**config.mk**
```make
export PLATFORM = sky130hd
export DESIGN_NAME = stage_mdu
export DESIGN_NICKNAME = d
export VERILOG_FILES = /design/src/rtl/stage_mdu.sv
export SDC_FILE = /design/constraint.sdc
export NUM_CORES = 1
export LEC_CHECK = 0
export BUFFER_PORTS_ARGS = -buffer_cell sky130_fd_sc_hd__buf_2
export CORE_ASPECT_RATIO = 1.4
export CORE_MARGIN = 4
export CORE_UTILIZATION = 40
export CTS_CLUSTER_SIZE = 25
export DETAILED_ROUTE_END_ITERATION = 10
export SKIP_LAST_GASP = 1
export SLEW_MARGIN = 10
export SYNTH_ARGS = -nofsm -noshare
export SYNTH_HDL_FRONTEND = slang
export SYNTH_SLANG_ARGS = --single-unit
```
**constraint.sdc**
```tcl
create_clock -name clock -period 4.89 [get_ports clock]
set_clock_uncertainty 0.1 [all_clocks]
set_input_delay 0.7335 -clock clock [delete_from_list [all_inputs] [get_ports clock]]
set_output_delay 0.7335 -clock clock [all_outputs]
set_load 0.02 [all_outputs]
```
**src/rtl/stage_mdu.sv**
```systemverilog
// Iterative MULT/MULTU/DIV/DIVU/MTHI/MTLO unit: one bit per clock, HI/LO write pulse DATA_WIDTH+1 edges after start.
// No queuing: busy holds upstream off while iterating; cancel flushes, and MTHI/MTLO pulse on the next cycle.
module stage_mdu #(
  parameter int DATA_WIDTH = 32
) (
  input  logic                  clock,
  input  logic                  reset,
  input  logic                  start,
  input  logic [2:0]            op,
  input  logic [DATA_WIDTH-1:0] operand_a,
  input  logic [DATA_WIDTH-1:0] operand_b,
  input  logic                  cancel,
  output logic                  busy,
  output logic                  reg_hi_write_enable,
  output logic [DATA_WIDTH-1:0] reg_hi_write_data,
  output logic                  reg_lo_write_enable,
  output logic [DATA_WIDTH-1:0] reg_lo_write_data,
  output logic                  div_by_zero
);
  localparam int DW = DATA_WIDTH;
  localparam int CW = $clog2(DATA_WIDTH);

  localparam logic [2:0] OP_MULT  = 3'd1;
  localparam logic [2:0] OP_MULTU = 3'd2;
  localparam logic [2:0] OP_DIV   = 3'd3;
  localparam logic [2:0] OP_DIVU  = 3'd4;
  localparam logic [2:0] OP_MTHI  = 3'd5;
  localparam logic [2:0] OP_MTLO  = 3'd6;

  typedef enum logic [1:0] {IDLE, BUSY, DONE} state_t;

  state_t          state, state_nxt;
  logic [CW-1:0]   count;
  logic            is_div, neg_q, neg_r, b_zero;
  logic [DW-1:0]   mcand;
  logic [2*DW-1:0] prod;
  logic [DW-1:0]   rem;
  logic [DW-1:0]   quo;

  logic            accept, mdu_op, signed_op, last;
  logic [DW-1:0]   a_abs, b_abs;
  logic [DW:0]     mul_sum;
  logic [2*DW-1:0] prod_step, prod_res;
  logic [DW:0]     shl;
  logic            qbit;
  logic [DW-1:0]   rem_step, quo_step, q_res, r_res;

  logic            hi_we_nxt, lo_we_nxt, dbz_nxt;
  logic [DW-1:0]   hi_d_nxt, lo_d_nxt;

  assign busy      = (state == BUSY);
  assign accept    = (state != BUSY) && start && !cancel;
  assign mdu_op    = (op == OP_MULT) || (op == OP_MULTU) || (op == OP_DIV) || (op == OP_DIVU);
  assign signed_op = (op == OP_MULT) || (op == OP_DIV);
  assign last      = (state == BUSY) && (count == CW'(DW - 1));
  assign a_abs     = (signed_op && operand_a[DW-1]) ? -operand_a : operand_a;
  assign b_abs     = (signed_op && operand_b[DW-1]) ? -operand_b : operand_b;

  // Shift-add multiply: the multiplier sits in the low half and drains out as the product fills in.
  assign mul_sum   = {1'b0, prod[2*DW-1:DW]} + (prod[0] ? {1'b0, mcand} : '0);
  assign prod_step = {mul_sum, prod[DW-1:1]};
  assign prod_res  = neg_q ? -prod_step : prod_step;

  // Restoring divide: the partial remainder stays below the divisor, so the DW-bit difference is exact.
  assign shl       = {rem, quo[DW-1]};
  assign qbit      = (shl >= {1'b0, mcand});
  assign rem_step  = qbit ? (shl[DW-1:0] - mcand) : shl[DW-1:0];
  assign quo_step  = {quo[DW-2:0], qbit};
  assign q_res     = neg_q ? -quo_step : quo_step;
  assign r_res     = neg_r ? -rem_step : rem_step;

  always_ff @(posedge clock or negedge reset) begin
    if (!reset) state <= IDLE;
    else        state <= state_nxt;
  end

  always_comb begin
    state_nxt = state;
    if (cancel) begin
      state_nxt = IDLE;
    end else begin
      case (state)
        IDLE, DONE: state_nxt = (start && mdu_op) ? BUSY : IDLE;
        BUSY:       state_nxt = last ? DONE : BUSY;
        default:    state_nxt = IDLE;
      endcase
    end
  end

  always_comb begin
    hi_we_nxt = 1'b0;
    lo_we_nxt = 1'b0;
    dbz_nxt   = 1'b0;
    hi_d_nxt  = '0;
    lo_d_nxt  = '0;
    if (!cancel) begin
      if (state != BUSY && start && op == OP_MTHI) begin
        hi_we_nxt = 1'b1;
        hi_d_nxt  = operand_a;
      end else if (state != BUSY && start && op == OP_MTLO) begin
        lo_we_nxt = 1'b1;
        lo_d_nxt  = operand_a;
      end else if (last) begin
        if (is_div && b_zero) begin
          dbz_nxt = 1'b1;
        end else begin
          hi_we_nxt = 1'b1;
          lo_we_nxt = 1'b1;
          hi_d_nxt  = is_div ? r_res : prod_res[2*DW-1:DW];
          lo_d_nxt  = is_div ? q_res : prod_res[DW-1:0];
        end
      end
    end
  end

  always_ff @(posedge clock or negedge reset) begin
    if (!reset) begin
      reg_hi_write_enable <= 1'b0;
      reg_lo_write_enable <= 1'b0;
      reg_hi_write_data   <= '0;
      reg_lo_write_data   <= '0;
      div_by_zero         <= 1'b0;
    end else begin
      reg_hi_write_enable <= hi_we_nxt;
      reg_lo_write_enable <= lo_we_nxt;
      reg_hi_write_data   <= hi_d_nxt;
      reg_lo_write_data   <= lo_d_nxt;
      div_by_zero         <= dbz_nxt;
    end
  end

  always_ff @(posedge clock or negedge reset) begin
    if (!reset) begin
      count  <= '0;
      is_div <= 1'b0;
      neg_q  <= 1'b0;
      neg_r  <= 1'b0;
      b_zero <= 1'b0;
      mcand  <= '0;
      prod   <= '0;
      rem    <= '0;
      quo    <= '0;
    end else if (accept && mdu_op) begin
      count  <= '0;
      is_div <= (op == OP_DIV) || (op == OP_DIVU);
      neg_q  <= signed_op && (operand_a[DW-1] ^ operand_b[DW-1]);
      neg_r  <= signed_op && operand_a[DW-1];
      b_zero <= (operand_b == '0);
      if (op == OP_DIV || op == OP_DIVU) begin
        mcand <= b_abs;
        quo   <= a_abs;
        rem   <= '0;
      end else begin
        mcand <= a_abs;
        prod  <= {{DW{1'b0}}, b_abs};
      end
    end else if (state == BUSY) begin
      count <= count + 1'b1;
      if (is_div) begin
        rem <= rem_step;
        quo <= quo_step;
      end else begin
        prod <= prod_step;
      end
    end
  end
endmodule

```
# Word-level counts from Yosys, hierarchy flattened
# Index checks and enable logic that the tools add are counted.
# op_classes
n_mul	0
magnitude_cmp	1
div	0
n_reduce_logical	24
n_eq_ne	13
bitwise_logic	1
shift	0
n_mux	51
n_addsub	8
# op_table
operator	n
two-way mux 32 bit	27
two-way mux 64 bit	5
negation 32 bit	4
negation 64 bit	1
adder 32 x 32 -> 33 bit	1
>= comparator 33 x 32 -> 1 bit	1
zero test 32 bit	1
subtractor 32 bit	1
two-way mux 1 bit	14
logical AND 1 bit	11
two-way mux 5 bit	2
== test 3 bit, second input constant	3
== test 3 x 2 -> 1 bit, second input constant	2
inequality test 2 x 1 -> 1 bit, second input constant	3
AND reduction 3 bit	2
adder 5 x 1 -> 5 bit, second input constant	1
== test 5 bit, second input constant	1
logical OR 1 bit	5
two-way mux 2 bit	2
one-hot mux 2 bit (2 select lines)	1
nonzero test 2 bit	2
== test 3 x 1 -> 1 bit, second input constant	1
== test 2 x 1 -> 1 bit, second input constant	1
== test 2 bit, second input constant	1
5 further kinds	5
# totals
in_bits	71
memories	0
elab_cells	113
latchBits	0
ram_bits	0
rom_bits	0
ff_bits	238

# Longest topological paths before layout
# Gate-level depths: netlist of the first run.
# logic_depth
ltp_word	10
depth_mapped	24
mapped_depth_nobuf	21

# Worst setup path after synthesis of the first run
# OpenSTA, ideal clock, no wires.
# synth_path
path_type	register to register
startpoint	register rem[9]
endpoint	register reg_hi_write_data[28]
stages_incl_launch_ff	24
arrival_time_ps	4733
n_path_buf	3
period_less_slack_ps	4957
path_slack_ps	-67
cell_sequence	dfrtp_1 -> ha_1 -> clkbuf_1 -> and4_1 -> nor3b_1 -> a22oi_1 -> nand3b_1 -> a21oi_1 -> nor2_1 -> inv_2 -> buf_1 -> clkbuf_1 -> nor2_1 -> a21oi_1 -> ha_1 -> nand4b_1 -> or3_1 -> nor3_1 -> nand3b_1 -> mux2i_1 -> o211a_1 -> a41oi_1 -> mux2i_1 -> o31a_1
# synth_via
elab_chain_cells	10
# synth_lines
element	line_no	source
from (decl)	37	logic [DW-1:0] rem;
from (signal assigned)	160	rem <= rem_step;
subtractor 32 bit or >= comparator 33 x 32 -> 1 bit (tied branches)	67, 66	
two-way mux 32 bit *	67	assign rem_step = qbit ? (shl[DW-1:0] - mcand) : shl[DW-1:0];
negation 32 bit	70	assign r_res = neg_r ? -rem_step : rem_step;
two-way mux 32 bit *	70	
two-way mux 32 bit *	109	hi_d_nxt = is_div ? r_res : prod_res[2*DW-1:DW];
two-way mux 32 bit *	104	if (is_div && b_zero) begin
two-way mux 32 bit *	103	end else if (last) begin
two-way mux 32 bit *	100	end else if (state != BUSY && start && op == OP_MTLO) begin
two-way mux 32 bit *	97	if (state != BUSY && start && op == OP_MTHI) begin
two-way mux 32 bit *	96	if (!cancel) begin
net hi_d_nxt[28]	49	logic [DW-1:0] hi_d_nxt, lo_d_nxt;
to (signal assigned)	126	reg_hi_write_data <= hi_d_nxt;
to (decl)	15	output logic [DATA_WIDTH-1:0] reg_hi_write_data,
# The timed path passes the listed nets; every way through them passes the cells marked *.
# A chain may end at the register's enable or synchronous reset.

# Worst setup path in the final report of the first run
# layout_path
startpoint	register quo[31]
endpoint	register reg_hi_write_data[29]
# layout_via
elab_chain_cells	10
# layout_lines
element	line_no	source
from (decl)	38	logic [DW-1:0] quo;
from (signal assigned)	151	quo <= a_abs;
from (signal assigned)	161	quo <= quo_step;
subtractor 32 bit or >= comparator 33 x 32 -> 1 bit (tied branches)	67, 66	
two-way mux 32 bit *	67	
negation 32 bit	70	
two-way mux 32 bit *	70	
two-way mux 32 bit *	109	
two-way mux 32 bit *	104	
two-way mux 32 bit *	103	
two-way mux 32 bit *	100	
two-way mux 32 bit *	97	
two-way mux 32 bit *	96	
net hi_d_nxt[29]	49	
# Marks and branches as above.

==> results of run 1 <==
-- cells in the final DEF, fill, tap and decap left out, drive strengths merged, types with 16 or more instances in the layout --
cell type / Yosys / routed
nor3: 51 / 51
o21ai: 246 / 246
nor4: 19 / 19
a211o: 16 / 16
and2: 52 / 52
dfrtp: 238 / 238
a21oi: 218 / 218
mux2i: 56 / 56
ha: 71 / 71
o41ai: 23 / 23
inv: 63 / 63
o211ai: 35 / 35
nor2: 216 / 216
buf: 15 / 250
nand2: 312 / 312
a22o: 27 / 27
clkbuf: 125 / 34
nand3: 29 / 29
a22oi: 20 / 20
a21o: 19 / 19
a211oi: 17 / 17
or3: 29 / 29
nand4: 20 / 20
nand2b: 25 / 25
xor2: 96 / 96
and3: 23 / 23
xnor2: 126 / 126
or4: 29 / 29
o31ai: 46 / 46
-- sequential cells by signal, summed over array words and instances, names as in the netlist --
register	count
b_zero	1
count	5
div_by_zero	1
is_div	1
mcand	32
neg_q	1
neg_r	1
prod	64
quo	32
reg_hi_write_data	32
reg_hi_write_enable	1
reg_lo_write_data	32
reg_lo_write_enable	1
rem	32
state	2
-- synthesized netlist by cell type (all sizes together), types with 35 or more instances --
master,number,area share (%)
a21oi,218,5.7
and2,52,1.7
clkbuf,125,2.4
dfrtp,238,31
ha,71,4.6
inv,63,1.2
mux2i,56,2.9
nand2,312,6.1
nor2,216,4.3
nor3,51,1.3
o211ai,35,1.4
o21ai,246,6.4
o31ai,46,1.8
xnor2,126,5.7
xor2,96,4.4
-- where the power goes --
part           switching, mW  total [mW]  internal, mW
combinational           5.56        8.97          3.41
clock                  0.928        2.21          1.28
sequential             0.764        3.27          2.51
total                   7.26        14.4          7.19
-- critical path, stage by stage (launching register included) --
cell	delay, ns
dfrtp_1	0.41
inv_1	0.09
ha_1	0.15
inv_1	0.05
fa_1	0.39
a211oi_1	0.43
o31ai_2	0.20
a311oi_1	0.33
buf_4	0.23
o21ai_0	0.26
xor2_1	0.27
o41ai_2	0.49
buf_4	0.19
nand4_1	0.13
o41ai_1	0.40
xnor2_1	0.11
a221o_1	0.34
-- how the worst max path moves through the flow --
stage                                 endpoint                   from  slack (ns)
2_1_floorplan  reg_hi_write_data[28]$_DFF_PN0_     rem[9]$_DFFE_PN0P_       0.002
3_3_place_gp   reg_hi_write_data[30]$_DFF_PN0_    rem[11]$_DFFE_PN0P_        0.06
5_1_grt        reg_hi_write_data[31]$_DFF_PN0_    quo[31]$_DFFE_PN0P_       -0.01
3_5_place_dp   reg_hi_write_data[30]$_DFF_PN0_  mcand[11]$_DFFE_PN0P_        0.01
4_1_cts        reg_hi_write_data[29]$_DFF_PN0_    prod[0]$_DFFE_PN0P_        0.02
6_report       reg_hi_write_data[29]$_DFF_PN0_    quo[31]$_DFFE_PN0P_        0.15
-- per-layer routing --
metal | part of all wire, % | track usage [%]
met1 | 39 | 37.7
met2 | 47 | 52.0
met3 | 6.3 | 3.65
met4 | 7.3 | 18.8
met5 | 0.024 | 0
-- final cells by class --
type                    count  area [um2]
clock buffers              34         741
well taps                 624         781
fillers                  4684       25100
clock inverters            11         185
multi-input cells        1995       12800
inverters                  64         243
repair buffers            250        1590
flip-flops and latches    238        5960
-- kinds of logic (layout without fill, tap and decap cells) --
| family | count (synthesis) | in the layout | synth area share [%] |
|---|---|---|---|
| AO/OA/AOI/OAI | 768 | 768 | 25.0 |
| AND/OR/NAND/NOR | 861 | 861 | 21.5 |
| XOR/XNOR | 222 | 222 | 10.1 |
| multiplexers | 71 | 71 | 3.84 |
| buffers and inverters | 204 | 359 | 3.97 |
| adder cells (fa/ha/maj) | 73 | 73 | 4.81 |
| flip-flops | 238 | 238 | 30.9 |
-- repair_timing --
item	in CTS	in global routing
endpoints found under the hold margin	0	0
resized for setup	1	41
pin swaps	0	9
buffers inserted	0	2
endpoints found under the setup margin	1	18
-- stage by stage --
step	area (um2)	cells	setup TNS (ns)	hold slack [ns]	setup slack, ns
final	22300	3216	0	0.0232	0.154
after global routing	22300	3216	-0.0143	0.0703	-0.00988
after CTS	22100	3214	0	0.0512	0.0228
after detailed placement	21200	3169	0	0.381	0.0109
after global placement	21200	3169	0	0.368	0.0552
after floorplan	19300	2437	0	0.338	0.00208
==> flow_summary.ini, run 1 <==
[global_routing]
grt_pass1_vias = 19300
overflow = 0
grt_pass1_wl_mm = 123
grt_max_degree = 96
gr-usage-all-layers_pct = 30.7
antenna_found_initial = 1

[power]
total_power_mw = 14.4
p_leak_nw = 9.53
p_per_area_nw_per_um2 = 648
ir_drop_uv = 352

[finish]
layout-drive-gt1-share_pct = 14.7
nNetsFinal = 2719
fin_util_pct = 47.0
area_growth_pct = 15.6
antennaDiodeCount = 0

[logic_synthesis]
netlist_instances = 2437
ys_ff_latch = 238
yosysSeqAreaShare_pct = 30.9
synthArstFlopShare_pct = 100
syn-mean-instance-area_um2 = 7.91
syn_nets = 2581
syn_area_um2 = 19300
synth-edff-count = 0
yosysWarnings = 0
yosysUniqueCellTypes = 86
synth_ff_type = dfrtp_1

[worst_hold_path]
min_path_type = primary input to async pin

[timing]
rsz0062_at_grt = true
slew_headroom_pct = 22.4
final_hold_viol_count = 0
tightest_slew_ns = 1.16
min_period_ns = 4.74
fmax_mhz = 211
setup_violations = 0
maxSlewViolCount = 0
fin_crit_sh_pct = 96.9

[cts]
cts_buffers = 26
cts_tree = yes
htree_levels = 1
hold_buffers = 0
clockRootBuffer = clkbuf_16
clk_latency_ns = 0.61
cts.sinks = 238
clockBufferDepth = 3
clk_pin_slew_ns = 0.07

[worst_setup_path]
r2r-start = quo[31]$_DFFE_PN0P_
path_class = flip-flop to flip-flop
rr_worst_depth = 16
cp-start-kind = flip-flop
ff2ff_setup_slack_ns = 0.15
worstPathArrival_ns = 5.09
crit_fanout = 5
worstSetupEndpointType = flip-flop
r2r_end = reg_hi_write_data[29]$_DFF_PN0_
cp.required_ns = 5.24

[placement]
gp_congestion = 1.01
hpwl_mm = 64.1
portBuffers = 138

[routing]
drt-total-wl_mm = 83.1
ant_nets = 0
drc = 0
avgRoutedWirePerCell_um = 25.8
vias = 19900
drt-pass1-iter-count = 9
vias_per_cell = 6.19
drt_iter0_drc = 1975

[floorplan]
die-area_um2 = 51800
chipWidth_um = 194
start_util_pct = 40.7
fp-row-count = 94
core_area_um2 = 47400
ios = 139
die_height_um = 268

[run]
drv_cap = 0

[outcome]
outcome = completed
(Power assumes the default switching activity.)
==> run 2, diff against run 1 <==
--- a/config.mk
+++ b/config.mk
@@ -6,7 +6,7 @@
 export NUM_CORES = 1
 export LEC_CHECK = 0
 export BUFFER_PORTS_ARGS = -buffer_cell sky130_fd_sc_hd__buf_2
-export CORE_ASPECT_RATIO = 1.4
+export CORE_ASPECT_RATIO = 1.1
 export CORE_MARGIN = 4
 export CORE_UTILIZATION = 40
 export CTS_CLUSTER_SIZE = 25
==> run 2 against run 1 <==
Net effect:
- the flow now finishes with violations (negative hold slack)
- maximum frequency grew 0.38%
- utilization grew 0.42 points
- via count shrank 1.0%
- highest routed layer is now met4
- count of clock-buffer cells in the layout shrank 1
- register-to-register slack gained 0.02 ns
- combinational power shrank 2.3%
- worst hold slack lost 0.027 ns
- clock power grew 19%
- final cell count grew 1.4%
- sequential share of layout area shrank 0.41 points
- non-clock buffer count grew 14
==> flow_summary.ini, run 2 (synthesis results as in run 1) <==
[outcome]
outcome = complete, but fails checks
violations = negative hold slack

[cts]
cts_buffers = 30
clockBufferDepth = 3
clockRootBuffer = clkbuf_16
hold_buffers = 0
clk_latency_ns = 0.60
cts_tree = yes
clk_pin_slew_ns = 0.06
cts.sinks = 238
htree_levels = 1

[finish]
design_area_um2 = 22600
nNetsFinal = 2737
antennaDiodeCount = 0
layout-drive-gt1-share_pct = 15.8
area_growth_pct = 17.4
largest_reg_flops = 64
fin_util_pct = 47.4
final_common_cell = nand2_1
final_cell_mix = 311 x nand2_1, 234 x dfrtp_1, 222 x o21ai_0
largest_register = prod

[worst_setup_path]
worstSetupEndpointType = flip-flop
path_class = flip-flop to flip-flop
worstPathArrival_ns = 5.05
cp.required_ns = 5.22
cp-start-kind = flip-flop
crit_fanout = 19
cpPeakStageDelay_ns = 0.60
crit_slowest_cell = or4_4
cp_common_cell = o21ai_1
worstPathCellList = buf_6 -> and2_1 -> ha_1 -> a21oi_2 -> o21ai_1 -> or3_1 -> or4_1 -> nand3_1 -> or4b_4 -> or4_4 -> o31ai_2 -> xnor2_1 -> a22oi_1 -> o21ai_1

[power]
power.share.switching_pct = 48.1
ir_drop_uv = 301
total_power_mw = 14.6
seq_power_share_pct = 22.1
clock_power_share_pct = 18.0
p_leak_nw = 9.67
power.internal_mw = 7.59
combinationalPowerShare_pct = 59.9
p_sw_mw = 7.03
p_per_area_nw_per_um2 = 646

[routing]
drt_iter0_drc = 2015
drt-total-wl_mm = 76.6
vias_per_cell = 6.04
ant_nets = 0
drt-pass1-iter-count = 6
vias = 19700
avgRoutedWirePerCell_um = 23.5
drc = 0

[floorplan]
ios = 139
start_util_pct = 40.4
die-area_um2 = 51800
fp-row-count = 84
die_height_um = 238
core_area_um2 = 47700
chipWidth_um = 217

[run]
drv_cap = 0

[global_routing]
grt_pass1_vias = 19100
antenna_found_initial = 0
grt_max_degree = 95
grt_pass1_wl_mm = 116
overflow = 0
gr-usage-all-layers_pct = 28.6

[placement]
hpwl_mm = 58.8
gp_congestion = 0.969
dpl_cell_area_um2 = 21300
portBuffers = 138

[timing]
fmax_mhz = 212
maxSlewViolCount = 0
finalSetupTns_ns = 0
final_hold_viol_count = 1
min_period_ns = 4.72
slew_headroom_pct = 34.0
tightest_slew_ns = 0.989
whs_ns = -0.00408
fin_crit_sh_pct = 96.5
setup_violations = 0

[worst_hold_path]
min_path_type = primary input to async pin
run 2: power groups by stage:
stage,clock network (mW),logic [mW],registers (mW)
final,2.63,8.76,3.22
after global routing,2.75,9.53,3.30
after CTS,2.67,8.45,3.19
after detailed placement,0,8.40,3.21
after global placement,0,8.35,3.20
after floorplan,0,5.70,2.98
run 2: worst paths after layout:
path	start	to	slack (ns)	cells after the start
max in group asynchronous	reset	reg_lo_write_data[23]$_DFF_PN0_	3.53	2
min	reset	reg_lo_write_data[11]$_DFF_PN0_	-0.004	1
max	prod[0]$_DFFE_PN0P_	reg_hi_write_data[27]$_DFF_PN0_	0.17	14
min in group clock	operand_a[3]	reg_lo_write_data[3]$_DFF_PN0_	0.32	3
max reg2reg	prod[0]$_DFFE_PN0P_	reg_hi_write_data[27]$_DFF_PN0_	0.17	14
min reg2reg	prod[62]$_DFFE_PN0P_	prod[62]$_DFFE_PN0P_	0.39	2
run 2: repair_timing:
| item | 4_1_cts | 5_1_grt |
|---|---|---|
| gates resized for setup | 0 | 45 |
| setup buffers | 0 | 2 |
| setup endpoints to repair | 0 | 21 |
run 2: final cells by class:
type                       count  area [um2]
inverter                      64         240
fill                        4778       25100
sequential                   238        5960
clock buffer                  33         793
timing repair buffer         264        1680
clock inverter                23         364
multi-input combinational   1995       12800
tap                          645         807
run 2: worst max-delay path: cells and delay by family (launching register included):
family | cells | cell delay (ns)
xor gates and xnor gates | 1 | 0.09
DFF | 1 | 0.48
AOI/OAI and AO/OA | 5 | 1.02
and+or+nand+nor | 6 | 2.23
adders and majority gates | 1 | 0.38
buffers and inverters | 1 | 0.22
run 2: metrics by stage:
step / hold WS, ns / setup slack [ns] / instances
4_1_cts: 0.0435 / 0.0155 / 3260
5_1_grt: 0.0564 / -0.0232 / 3262
2_1_floorplan: 0.338 / 0.00208 / 2437
3_3_place_gp: 0.372 / 0.106 / 3204
6_report: -0.00408 / 0.172 / 3262
3_5_place_dp: 0.377 / 0.0386 / 3204
run 2: routing by layer:
layer | global-route usage [%] | wire [um]
met5 | 0 | 0
met3 | 4.57 | 5970
met4 | 12.3 | 3890
met2 | 45.7 | 34400
met1 | 38.6 | 32400
